File: config.mk
export PLATFORM = sky130hd
export DESIGN_NAME = puf_soc_ctrl
export DESIGN_NICKNAME = d
export VERILOG_FILES = /design/src/rtl/puf_soc_pkg.sv /design/src/rtl/puf_soc_ctrl_vote.sv /design/src/rtl/puf_soc_ctrl.sv
export SDC_FILE = /design/constraint.sdc
export NUM_CORES = 1
export LEC_CHECK = 0
export CAP_MARGIN = 20
export CORE_ASPECT_RATIO = 1.5
export CORE_MARGIN = 10
export CORE_UTILIZATION = 38
export CTS_CLUSTER_DIAMETER = 200
export DETAILED_ROUTE_END_ITERATION = 10
export REMOVE_ABC_BUFFERS = 1
export SYNTH_ARGS = -nofsm -noshare
export SYNTH_HDL_FRONTEND = slang
export SYNTH_SLANG_ARGS = --single-unit
export TNS_END_PERCENT = 10
File: constraint.sdc
create_clock -name clk -period 1.7 [get_ports clk]
set_input_delay 0.255 -clock clk [delete_from_list [all_inputs] [get_ports clk]]
set_output_delay 0.255 -clock clk [all_outputs]
set_load 0.1 [all_outputs]
File: src/rtl/puf_soc_pkg.sv
// puf_soc_pkg: shared state encoding and width constants for the PUF SoC controller
package puf_soc_pkg;
    typedef enum logic [1:0] {IDLE, START, WAIT, XMIT} ctrl_state_t;
    localparam int RESP_CNT_W = 16;
endpackage

File: src/rtl/puf_soc_ctrl_vote.sv
// puf_soc_vote: per-bit majority vote over N_EVAL response samples
module puf_soc_vote #(
    parameter int R_BIT  = 32,
    parameter int N_EVAL = 5
) (
    input  logic             clk,
    input  logic             rst_n,
    input  logic             clr,
    input  logic             add_en,
    input  logic [R_BIT-1:0] i_resp,
    output logic [R_BIT-1:0] o_maj
);
    localparam int CW = $clog2(N_EVAL + 1);
    localparam logic [CW-1:0] HALF = CW'(N_EVAL / 2);
    logic [CW-1:0] cnt_q [R_BIT];
    logic [CW-1:0] cnt_d [R_BIT];
    // accumulate ones per bit; the majority already folds in the sample being presented
    always_comb begin
        for (int b = 0; b < R_BIT; b++) begin
            cnt_d[b] = clr ? '0 : cnt_q[b] + CW'(add_en & i_resp[b]);
            o_maj[b] = (cnt_q[b] + CW'(i_resp[b])) > HALF;
        end
    end
    // vote counters, discarded on reset
    always_ff @(posedge clk) begin
        if (!rst_n) cnt_q <= '{default: '0};
        else        cnt_q <= cnt_d;
    end
endmodule

File: src/rtl/puf_soc_ctrl.sv
// puf_soc_ctrl: challenge/response sequencer with majority vote and per-evaluation timeout
module puf_soc_ctrl
    import puf_soc_pkg::*;
#(
    parameter int N_BIT       = 40,
    parameter int R_BIT       = 32,
    parameter int N_EVAL      = 5,
    parameter int TIMEOUT_CYC = 256
) (
    input  logic                  clk,
    input  logic                  rst_n,
    input  logic                  i_sipo_valid,
    input  logic [N_BIT-1:0]      i_sipo_data,
    output logic                  o_sipo_ready,
    output logic [N_BIT-1:0]      o_puf_challenge,
    output logic                  o_puf_start,
    input  logic                  i_puf_done,
    input  logic [R_BIT-1:0]      i_puf_response,
    output logic                  o_tx_valid,
    output logic [R_BIT-1:0]      o_tx_data,
    input  logic                  i_tx_ready,
    input  logic                  i_clr_err,
    output logic                  o_busy,
    output logic                  o_err_timeout,
    output logic [RESP_CNT_W-1:0] o_resp_count
);
    localparam int EW = $clog2(N_EVAL + 1);
    localparam int TW = TIMEOUT_CYC > 1 ? $clog2(TIMEOUT_CYC) : 1;
    localparam logic [TW-1:0] T_LOAD = TW'(TIMEOUT_CYC - 1);
    localparam logic [EW-1:0] E_LAST = EW'(N_EVAL - 1);

    if (N_EVAL < 1 || N_EVAL % 2 == 0) begin : g_bad_n_eval
        $error("N_EVAL must be odd and >= 1");
    end
    if (TIMEOUT_CYC < 1) begin : g_bad_timeout
        $error("TIMEOUT_CYC must be >= 1");
    end

    ctrl_state_t           state_q, state_d;
    logic [TW-1:0]         timer_q, timer_d;
    logic [EW-1:0]         eval_q, eval_d;
    logic [N_BIT-1:0]      chal_q, chal_d;
    logic [R_BIT-1:0]      tx_data_q, tx_data_d;
    logic                  err_q, err_d;
    logic [RESP_CNT_W-1:0] cnt_q, cnt_d;
    logic                  accept, done, expired;
    logic [R_BIT-1:0]      vote_maj;

    assign accept  = state_q == IDLE && i_sipo_valid;
    assign done    = state_q == WAIT && i_puf_done;
    assign expired = state_q == WAIT && !i_puf_done && timer_q == '0;

    assign o_sipo_ready    = state_q == IDLE;
    assign o_puf_start     = state_q == START;
    assign o_tx_valid      = state_q == XMIT;
    assign o_busy          = state_q != IDLE;
    assign o_puf_challenge = chal_q;
    assign o_tx_data       = tx_data_q;
    assign o_err_timeout   = err_q;
    assign o_resp_count    = cnt_q;

    puf_soc_vote #(.R_BIT(R_BIT), .N_EVAL(N_EVAL)) u_vote (
        .clk    (clk),
        .rst_n  (rst_n),
        .clr    (accept),
        .add_en (done),
        .i_resp (i_puf_response),
        .o_maj  (vote_maj)
    );

    // sequencing: accept, launch, wait with timeout, deliver; a timeout set beats a same-cycle clear
    always_comb begin
        state_d   = state_q;
        timer_d   = timer_q;
        eval_d    = eval_q;
        chal_d    = chal_q;
        tx_data_d = tx_data_q;
        cnt_d     = cnt_q;
        err_d     = expired | (err_q & ~i_clr_err);
        case (state_q)
            IDLE: if (i_sipo_valid) begin
                chal_d  = i_sipo_data;
                eval_d  = '0;
                state_d = START;
            end
            START: begin
                timer_d = T_LOAD;
                state_d = WAIT;
            end
            WAIT: if (i_puf_done) begin
                eval_d    = eval_q + 1'b1;
                state_d   = eval_q == E_LAST ? XMIT : START;
                tx_data_d = eval_q == E_LAST ? vote_maj : tx_data_q;
            end else if (timer_q == '0) begin
                state_d = IDLE;
            end else begin
                timer_d = timer_q - 1'b1;
            end
            XMIT: if (i_tx_ready) begin
                cnt_d   = cnt_q + 1'b1;
                state_d = IDLE;
            end
            default: state_d = IDLE;
        endcase
    end

    // controller registers; reset aborts any transaction and clears the error flag
    always_ff @(posedge clk) begin
        if (!rst_n) begin
            state_q   <= IDLE;
            timer_q   <= '0;
            eval_q    <= '0;
            chal_q    <= '0;
            tx_data_q <= '0;
            err_q     <= 1'b0;
            cnt_q     <= '0;
        end else begin
            state_q   <= state_d;
            timer_q   <= timer_d;
            eval_q    <= eval_d;
            chal_q    <= chal_d;
            tx_data_q <= tx_data_d;
            err_q     <= err_d;
            cnt_q     <= cnt_d;
        end
    end
endmodule
# After elaboration in Yosys (flattened, before gate mapping)
# Index checks and enable logic that the tools add are counted.
[classes]
magnitude_cmp = 32
muxes = 12
addsub = 67
reduce_logical = 17
n_bitwise = 36
n_eq_ne = 10
[ops]
columns = ["op", "count"]
rows = [
  ["adder 3 x 1 -> 3 bit", 32],
  ["adder 3 bit", 32],
  ["greater-than comparator 3 x 2 -> 1 bit (second input constant)", 32],
  ["AND 1 bit", 33],
  ["adder 16 x 1 -> 16 bit (second input constant)", 1],
  ["two-way mux 8 bit", 2],
  ["one-hot mux 8 bit (2 select lines)", 1],
  ["AND reduction 3 bit", 4],
  ["two-way mux 2 bit", 5],
  ["logical NOT 8 bit", 1],
  ["!= test 2 bit (second input constant)", 4],
  ["one-hot mux 2 bit (4 select lines)", 1],
  ["subtractor 8 x 1 -> 8 bit (second input constant)", 1],
  ["two-way mux 3 bit", 2],
  ["one-hot mux 3 bit (2 select lines)", 1],
  ["nonzero test 2 bit", 3],
  ["== test 2 bit (second input constant)", 2],
  ["logical AND 1 bit", 4],
  ["AND reduction 2 bit", 2],
  ["adder 3 x 1 -> 3 bit (second input constant)", 1],
  ["== test 3 bit (second input constant)", 1],
  ["!= test 3 x 2 -> 1 bit (second input constant)", 1],
  ["== test 2 x 1 -> 1 bit (second input constant)", 1],
  ["logical NOT 2 bit", 1],
  ["other kinds (5)", 6],
]
[totals]
register_bits = 198
out_inout_bits = 93
in_bits = 78

# Logic depth before layout (Yosys ltp)
[logic_depth]
depth_word = 4
depth_mapped = 9
mapped_depth_nobuf = 7

# Cells and area by module
# From an unflattened synthesis, not the netlist that was laid out.
[unflattened]
hier_cells = 983
area_unflattened_um2 = 9145.0
[by_module_without_submodules]
columns = ["module", "area_each_um2", "instances", "cells_per_inst"]
rows = [
  ["puf_soc_vote", 5127.4, 1, 495],
  ["puf_soc_ctrl", 4017.6, 1, 488],
]

# Worst setup path before layout
# OpenSTA, ideal clock, no wires.
[synth_timing]
kind = "reg-to-reg"
start = "register state_q[1]"
end = "register cnt_q[12] (netlist: o_resp_count[12])"
setup_slack_ns = -0.658
t_arrival_ns = 2.286
path_stages_with_launch = 6
path_buffers = 0
setup_ns = 0.072
path_cell_list = "dfxtp_1 -> ha_1 -> nand2_1 -> nor4_1 -> and3_1 -> mux2i_1"
[synth_via]
elab_chain_len = 2
[synth_rtl]
columns = ["element", "line", "text"]
rows = [
  ["start: declaration", "puf_soc_ctrl.sv:39", "ctrl_state_t state_q, state_d;"],
  ["start signal: assignment", "puf_soc_ctrl.sv:118", "state_q <= state_d;"],
  ["== test 2 bit", "--", ""],
  ["named net o_tx_valid", "puf_soc_ctrl.sv:19", "output logic o_tx_valid,"],
  ["AND reduction 2 bit (no line)", "--", ""],
  ["end signal: assignment", "puf_soc_ctrl.sv:124", "cnt_q <= cnt_d;"],
  ["end: declaration", "puf_soc_ctrl.sv:45", "logic [RESP_CNT_W-1:0] cnt_q, cnt_d;"],
]
# The timed path passes the listed nets, and every way through them passes these cells.
# A chain may end at the register's enable or synchronous reset.

# Worst setup path after layout
[layout_timing]
start = "register timer_q[0]"
end = "register timer_q[6]"
[layout_via]
elab_chain_len = 4
[layout_rtl]
columns = ["element", "line", "text"]
rows = [
  ["start: declaration", "puf_soc_ctrl.sv:40", "logic [TW-1:0] timer_q, timer_d;"],
  ["start signal: assignment", "puf_soc_ctrl.sv:119", "timer_q <= timer_d;"],
  ["subtractor 8 x 1 -> 8 bit", "puf_soc_ctrl.sv:97", "timer_d = timer_q - 1'b1;"],
  ["two-way mux 8 bit", "puf_soc_ctrl.sv:94", "end else if (timer_q == '0) begin"],
  ["two-way mux 8 bit", "puf_soc_ctrl.sv:90", "WAIT: if (i_puf_done) begin"],
  ["one-hot mux 8 bit (2 select lines)", "puf_soc_ctrl.sv:80", "case (state_q)"],
]
# Parallel ways exist; a longest one is shown, timed or not. The select of a mux whose other input is x is not followed.

==> impl_table.tex <==
\begin{tabular}{lr}
\hline
Metric & Value \\
\hline
\multicolumn{2}{l}{\textbf{Critical path}} \\
\quad CP max FO & 2 \\
\quad Critical path cell sequence & inv\_2 > ha\_4 > or3b\_4 > or4b\_4 > a311o\_1 > a21oi\_1 \\
\quad Slowest cell on crit path & sky130\_fd\_sc\_hd\_\_or4b\_4 \\
\quad Kind of capture point of the worst setup path & flip-flop \\
\quad Terminus of the critical flop-to-flop path & timer\_q[6] \\
\quad Crit path capture & timer\_q[6] \\
\quad Number of cells on the critical path & 6 \\
\quad Critical path class & reg -> reg \\
\quad Launching point of the worst reg2reg path & timer\_q[0] \\
\quad Count of cells along the worst register-to-register path & 6 \\
\quad Crit path launch & timer\_q[0] \\
\quad Kind of start point of the critical path & flip-flop \\
\quad Largest incremental delay on the critical path & around 500 ps \\
\quad Category of cells accounting for the largest share of critical-path delay & simple AND/OR/NAND/NOR gates \\
\quad R2R Setup Slk & -190 ps \\
\quad Worst Path Arrival & between 2000 and 2500 ps \\
\quad Number of buffers and inverters on the critical path & 1 \\
\quad Required arrival time at the worst endpoint & just over 2000 ps \\
\multicolumn{2}{l}{\textbf{Placement}} \\
\quad GPL Wtd Cong & 0.8200 \\
\quad Half-perimeter wire length after detailed placement & 16050 um \\
\quad Placed instance area & 12500 um2 \\
\quad Port Buf Inserts & 170 \\
\quad DP Worst Slack & -220.3 ps \\
\multicolumn{2}{l}{\textbf{Pwr}} \\
\quad Share of power burned in the clock network & 0.310 \\
\quad Total power of the final layout & roughly 0.014 W \\
\quad Cell-internal power & slightly above 0.009 W \\
\quad Comb power frac & 0.317 \\
\quad Net load switching power & $\sim$0.0047 W \\
\quad Share of power burned in registers & 0.373 \\
\quad Leakage dissipation & around 6.3 nW \\
\quad Worst ir drop on vdd & 0.001257 V \\
\quad Sw Ratio & 0.3392 \\
\quad Pwr/cell area & between 1000 and 1500 nW/um2 \\
\multicolumn{2}{l}{\textbf{Detailed routing}} \\
\quad DRC violation total after the first TritonRoute iteration & 240 \\
\quad Total wire length & around 23000 um \\
\quad WL per Instance & 15.49 um \\
\quad Vias per cell & roughly 4.9 \\
\quad Vias & about 7300 \\
\quad Antenna-violating nets left & 0 \\
\quad Total iterations of the first detailed-routing run & 4 \\
\quad Final routed DRC violation total & 0 \\
\multicolumn{2}{l}{\textbf{Timing}} \\
\quad Hold WS & $\sim$250 ps \\
\quad RSZ-0062 raised after global routing & yes \\
\quad Crit share post-route & 1.113 \\
\quad Maximum frequency from static timing analysis & around 530 MHz \\
\quad Post-layout minimum cycle time & between 1500 and 2000 ps \\
\quad Setup WS post-layout & -192.5 ps \\
\quad Slew margin rel. & 0.7300 \\
\quad Slew Viols, Final & 0 \\
\quad Setup violation total in the final timing report & 2 \\
\quad Worst slew pin tran & between 400 and 500 ps \\
\quad Worst setup skew after layout & 9.055 ps \\
\quad Hold Vio Cnt, Final & 0 \\
\multicolumn{2}{l}{\textbf{Cells and area}} \\
\quad Signed area change from the synthesized netlist to the final layout & 47.63\% \\
\quad Antenna diode count & 0 \\
\quad Multi-input combinational cell area & between 5000 and 6000 um2 \\
\quad Area of all sequential standard cells & 3971 um2 \\
\quad Post-route cell area & $\sim$13000 um2 \\
\quad Fraction of final layout cells sized beyond drive strength 1 & 0.2071 \\
\quad Leading cell type in the layout, fill and taps excluded & sky130\_fd\_sc\_hd\_\_dfxtp\_1 \\
\quad Commonest cells after routing, fill and taps aside & 194 x sky130\_fd\_sc\_hd\_\_dfxtp\_1, 133 x sky130\_fd\_sc\_hd\_\_ha\_1, 104 x sky130\_fd\_sc\_hd\_\_buf\_12, 99 x sky130\_fd\_sc\_hd\_\_and3\_1, 96 x sky130\_fd\_sc\_hd\_\_nand2\_1 \\
\quad \# fillers & around 2100 \\
\quad Final net count & between 1000 and 1500 \\
\multicolumn{2}{l}{\textbf{Job}} \\
\quad MaxCap Viol Count & 0 \\
\multicolumn{2}{l}{\textbf{Floorplanning}} \\
\quad Die outline area & 30670 um2 \\
\quad Vertical extent of the die & roughly 210 um \\
\quad Area of the placeable core & around 24000 um2 \\
\quad Ports & roughly 170 \\
\quad Die outline width & 146.4 um \\
\quad Initial core utilization & 0.3848 \\
\quad Number of rows created at floorplan & 69 \\
\multicolumn{2}{l}{\textbf{Global routing}} \\
\quad Vias in the first global route & about 7500 \\
\quad Tot GR Track Use & 0.1504 \\
\quad Pin count of the biggest net entering global routing & approximately 80 \\
\quad Total grt overflow & 0 \\
\quad Number of antenna violations at the first check in global routing & 1 \\
\quad Global-route wire length before repair & 37840 um \\
\multicolumn{2}{l}{\textbf{Clocking}} \\
\quad CTS sink count & 198 \\
\quad CTS Buffer Depth & 2 \\
\quad Count of H-tree levels built during CTS & 4 \\
\quad CTS tree & built \\
\quad Root buffer selected by CTS & sky130\_fd\_sc\_hd\_\_clkbuf\_16 \\
\quad Num CTS Buffers & 17 \\
\quad CTS clk-pin slew, worst paths & about 70 ps \\
\quad Worst-skew pair later-pin latency & approximately 430 ps \\
\multicolumn{2}{l}{\textbf{Synth}} \\
\quad Avg Cell Area, Syn & just under 10 um2 \\
\quad Number of instances in the synthesized netlist & around 950 \\
\quad Syn. warnings & 0 \\
\quad Proportion of register bits with asynchronous set or reset after synthesis & 0 \\
\quad Number of enable flip-flop cells after synthesis & 0 \\
\quad Library cell with the largest summed area after synthesis & sky130\_fd\_sc\_hd\_\_dfxtp\_1 \\
\quad Synth unique cells & 44 \\
\quad Total standard cell area after synthesis & about 9100 um2 \\
\quad Yosys top cell area share & 0.4355 \\
\quad Area contributors post-synth & sky130\_fd\_sc\_hd\_\_dfxtp\_1 44\%, sky130\_fd\_sc\_hd\_\_ha\_1 19\%, sky130\_fd\_sc\_hd\_\_and3\_1 6.9\% \\
\quad Most used DFF post-synth & sky130\_fd\_sc\_hd\_\_dfxtp\_1 \\
\quad Post-synthesis sequential area ratio & 0.4355 \\
\quad Number of register bits inferred by synthesis & 198 \\
\multicolumn{2}{l}{\textbf{Run status}} \\
\quad Result of the run & finished with violations \\
\quad Violations in the final reports & setup timing \\
\multicolumn{2}{l}{\textbf{Hold path}} \\
\quad Type of the worst min-delay path & in -> reg \\
\hline
\end{tabular}
per-layer routing:
layer	up-vias	track usage	part of all wire	wire (um)
li1	3688	-	-	-
met1	3423	0.1543	0.39	8996
met2	155	0.2658	0.50	11540
met3	21	0.06783	0.086	1975
met4	0	0.04984	0.017	378
met5	-	0	0	0
how the worst min path moves through the flow:
stage	from	to	slack (ps)	cells after the start
6_report	i_puf_done	o_err_timeout	250	3
5_1_grt	i_puf_done	o_err_timeout	250	3
4_1_cts	i_puf_done	o_err_timeout	250	3
3_5_place_dp	eval_q[0]	eval_q[0]	480	2
3_3_place_gp	eval_q[2]	eval_q[2]	480	2
2_1_floorplan	rst_n	state_q[0]	390	1
worst register-to-register path, cell delays in order, from the launching register on:
cell and delay, ps:
sky130_fd_sc_hd__dfxtp_2 320, sky130_fd_sc_hd__inv_2 70, sky130_fd_sc_hd__ha_4 140, sky130_fd_sc_hd__or3b_4 370, sky130_fd_sc_hd__or4b_4 490, sky130_fd_sc_hd__a311o_1 280, sky130_fd_sc_hd__a21oi_1 130
kinds of logic (layout without fill, tap and decap cells):
kind of cell | Yosys count | in the layout | synth area share
and+or+nand+nor | 321 | 321 | 0.1750
DFF | 198 | 198 | 0.4355
AOI/OAI and AO/OA | 144 | 144 | 0.09499
adders and majority gates | 138 | 138 | 0.1897
xor gates and xnor gates | 75 | 75 | 0.07216
buffers and inverters | 68 | 279 | 0.02832
muxes | 4 | 4 | 0.004399
power by group through the flow:
stage               Combinational (W)  Sequential [W]  Clock (W)
CTS                           0.00423         0.00511    0.00441
floorplan                     0.00128         0.00604          0
detailed placement            0.00407         0.00521          0
global placement              0.00404         0.00520          0
global route                  0.00465         0.00516    0.00459
finish                        0.00436         0.00513    0.00427
state kept, by name, summed over array words and instances, names as in the netlist:
name,flops
o_tx_data,32
o_puf_challenge,40
state_q,2
o_err_timeout,1
o_resp_count,16
timer_q,8
u_vote.cnt_q,96
eval_q,3
stage by stage:
step	cells	util	setup TNS (ps)
after floorplan	895	-	-285970
after global placement	1442	0.5282	-317.8
after detailed placement	1442	0.5282	-1872
after CTS	1479	0.5611	-813.0
after global routing	1478	0.5681	-753.7
final	1478	0.5681	-200.7
what timing repair did:
item | CTS | global route
resized for setup | 29 | 36
gates cloned | 1 | 0
buffers inserted | 4 | 1
pin swaps | 5 | 16
hold buffers | 0 | 0
hold endpoints to repair | 0 | 0
endpoints found under the setup margin | 96 | 71
Yosys cell counts, types with 4 or more instances:
cell,n
sky130_fd_sc_hd__nor2_1,81
sky130_fd_sc_hd__a211oi_1,37
sky130_fd_sc_hd__nand3_1,7
sky130_fd_sc_hd__nand2_1,97
sky130_fd_sc_hd__xor2_1,38
sky130_fd_sc_hd__clkbuf_1,43
sky130_fd_sc_hd__mux2i_1,4
sky130_fd_sc_hd__dfxtp_1,198
sky130_fd_sc_hd__a21oi_1,84
sky130_fd_sc_hd__buf_1,8
sky130_fd_sc_hd__nand2b_1,7
sky130_fd_sc_hd__nor4_1,4
sky130_fd_sc_hd__o21ai_0,7
sky130_fd_sc_hd__inv_1,14
sky130_fd_sc_hd__xnor2_1,37
sky130_fd_sc_hd__nand4_1,6
sky130_fd_sc_hd__and3_1,100
sky130_fd_sc_hd__ha_1,138
sky130_fd_sc_hd__nor3_1,4
cell type report:
class,count,share of cell area
inverter,15,0.004469
multi-input combinational,682,0.3804
sequential,198,0.2955
timing repair buffer,232,0.2435
clock buffer,19,0.03371
clock inverter,13,0.01266
tap,319,0.02970
Note: power is estimated with default switching activity, not from simulation.
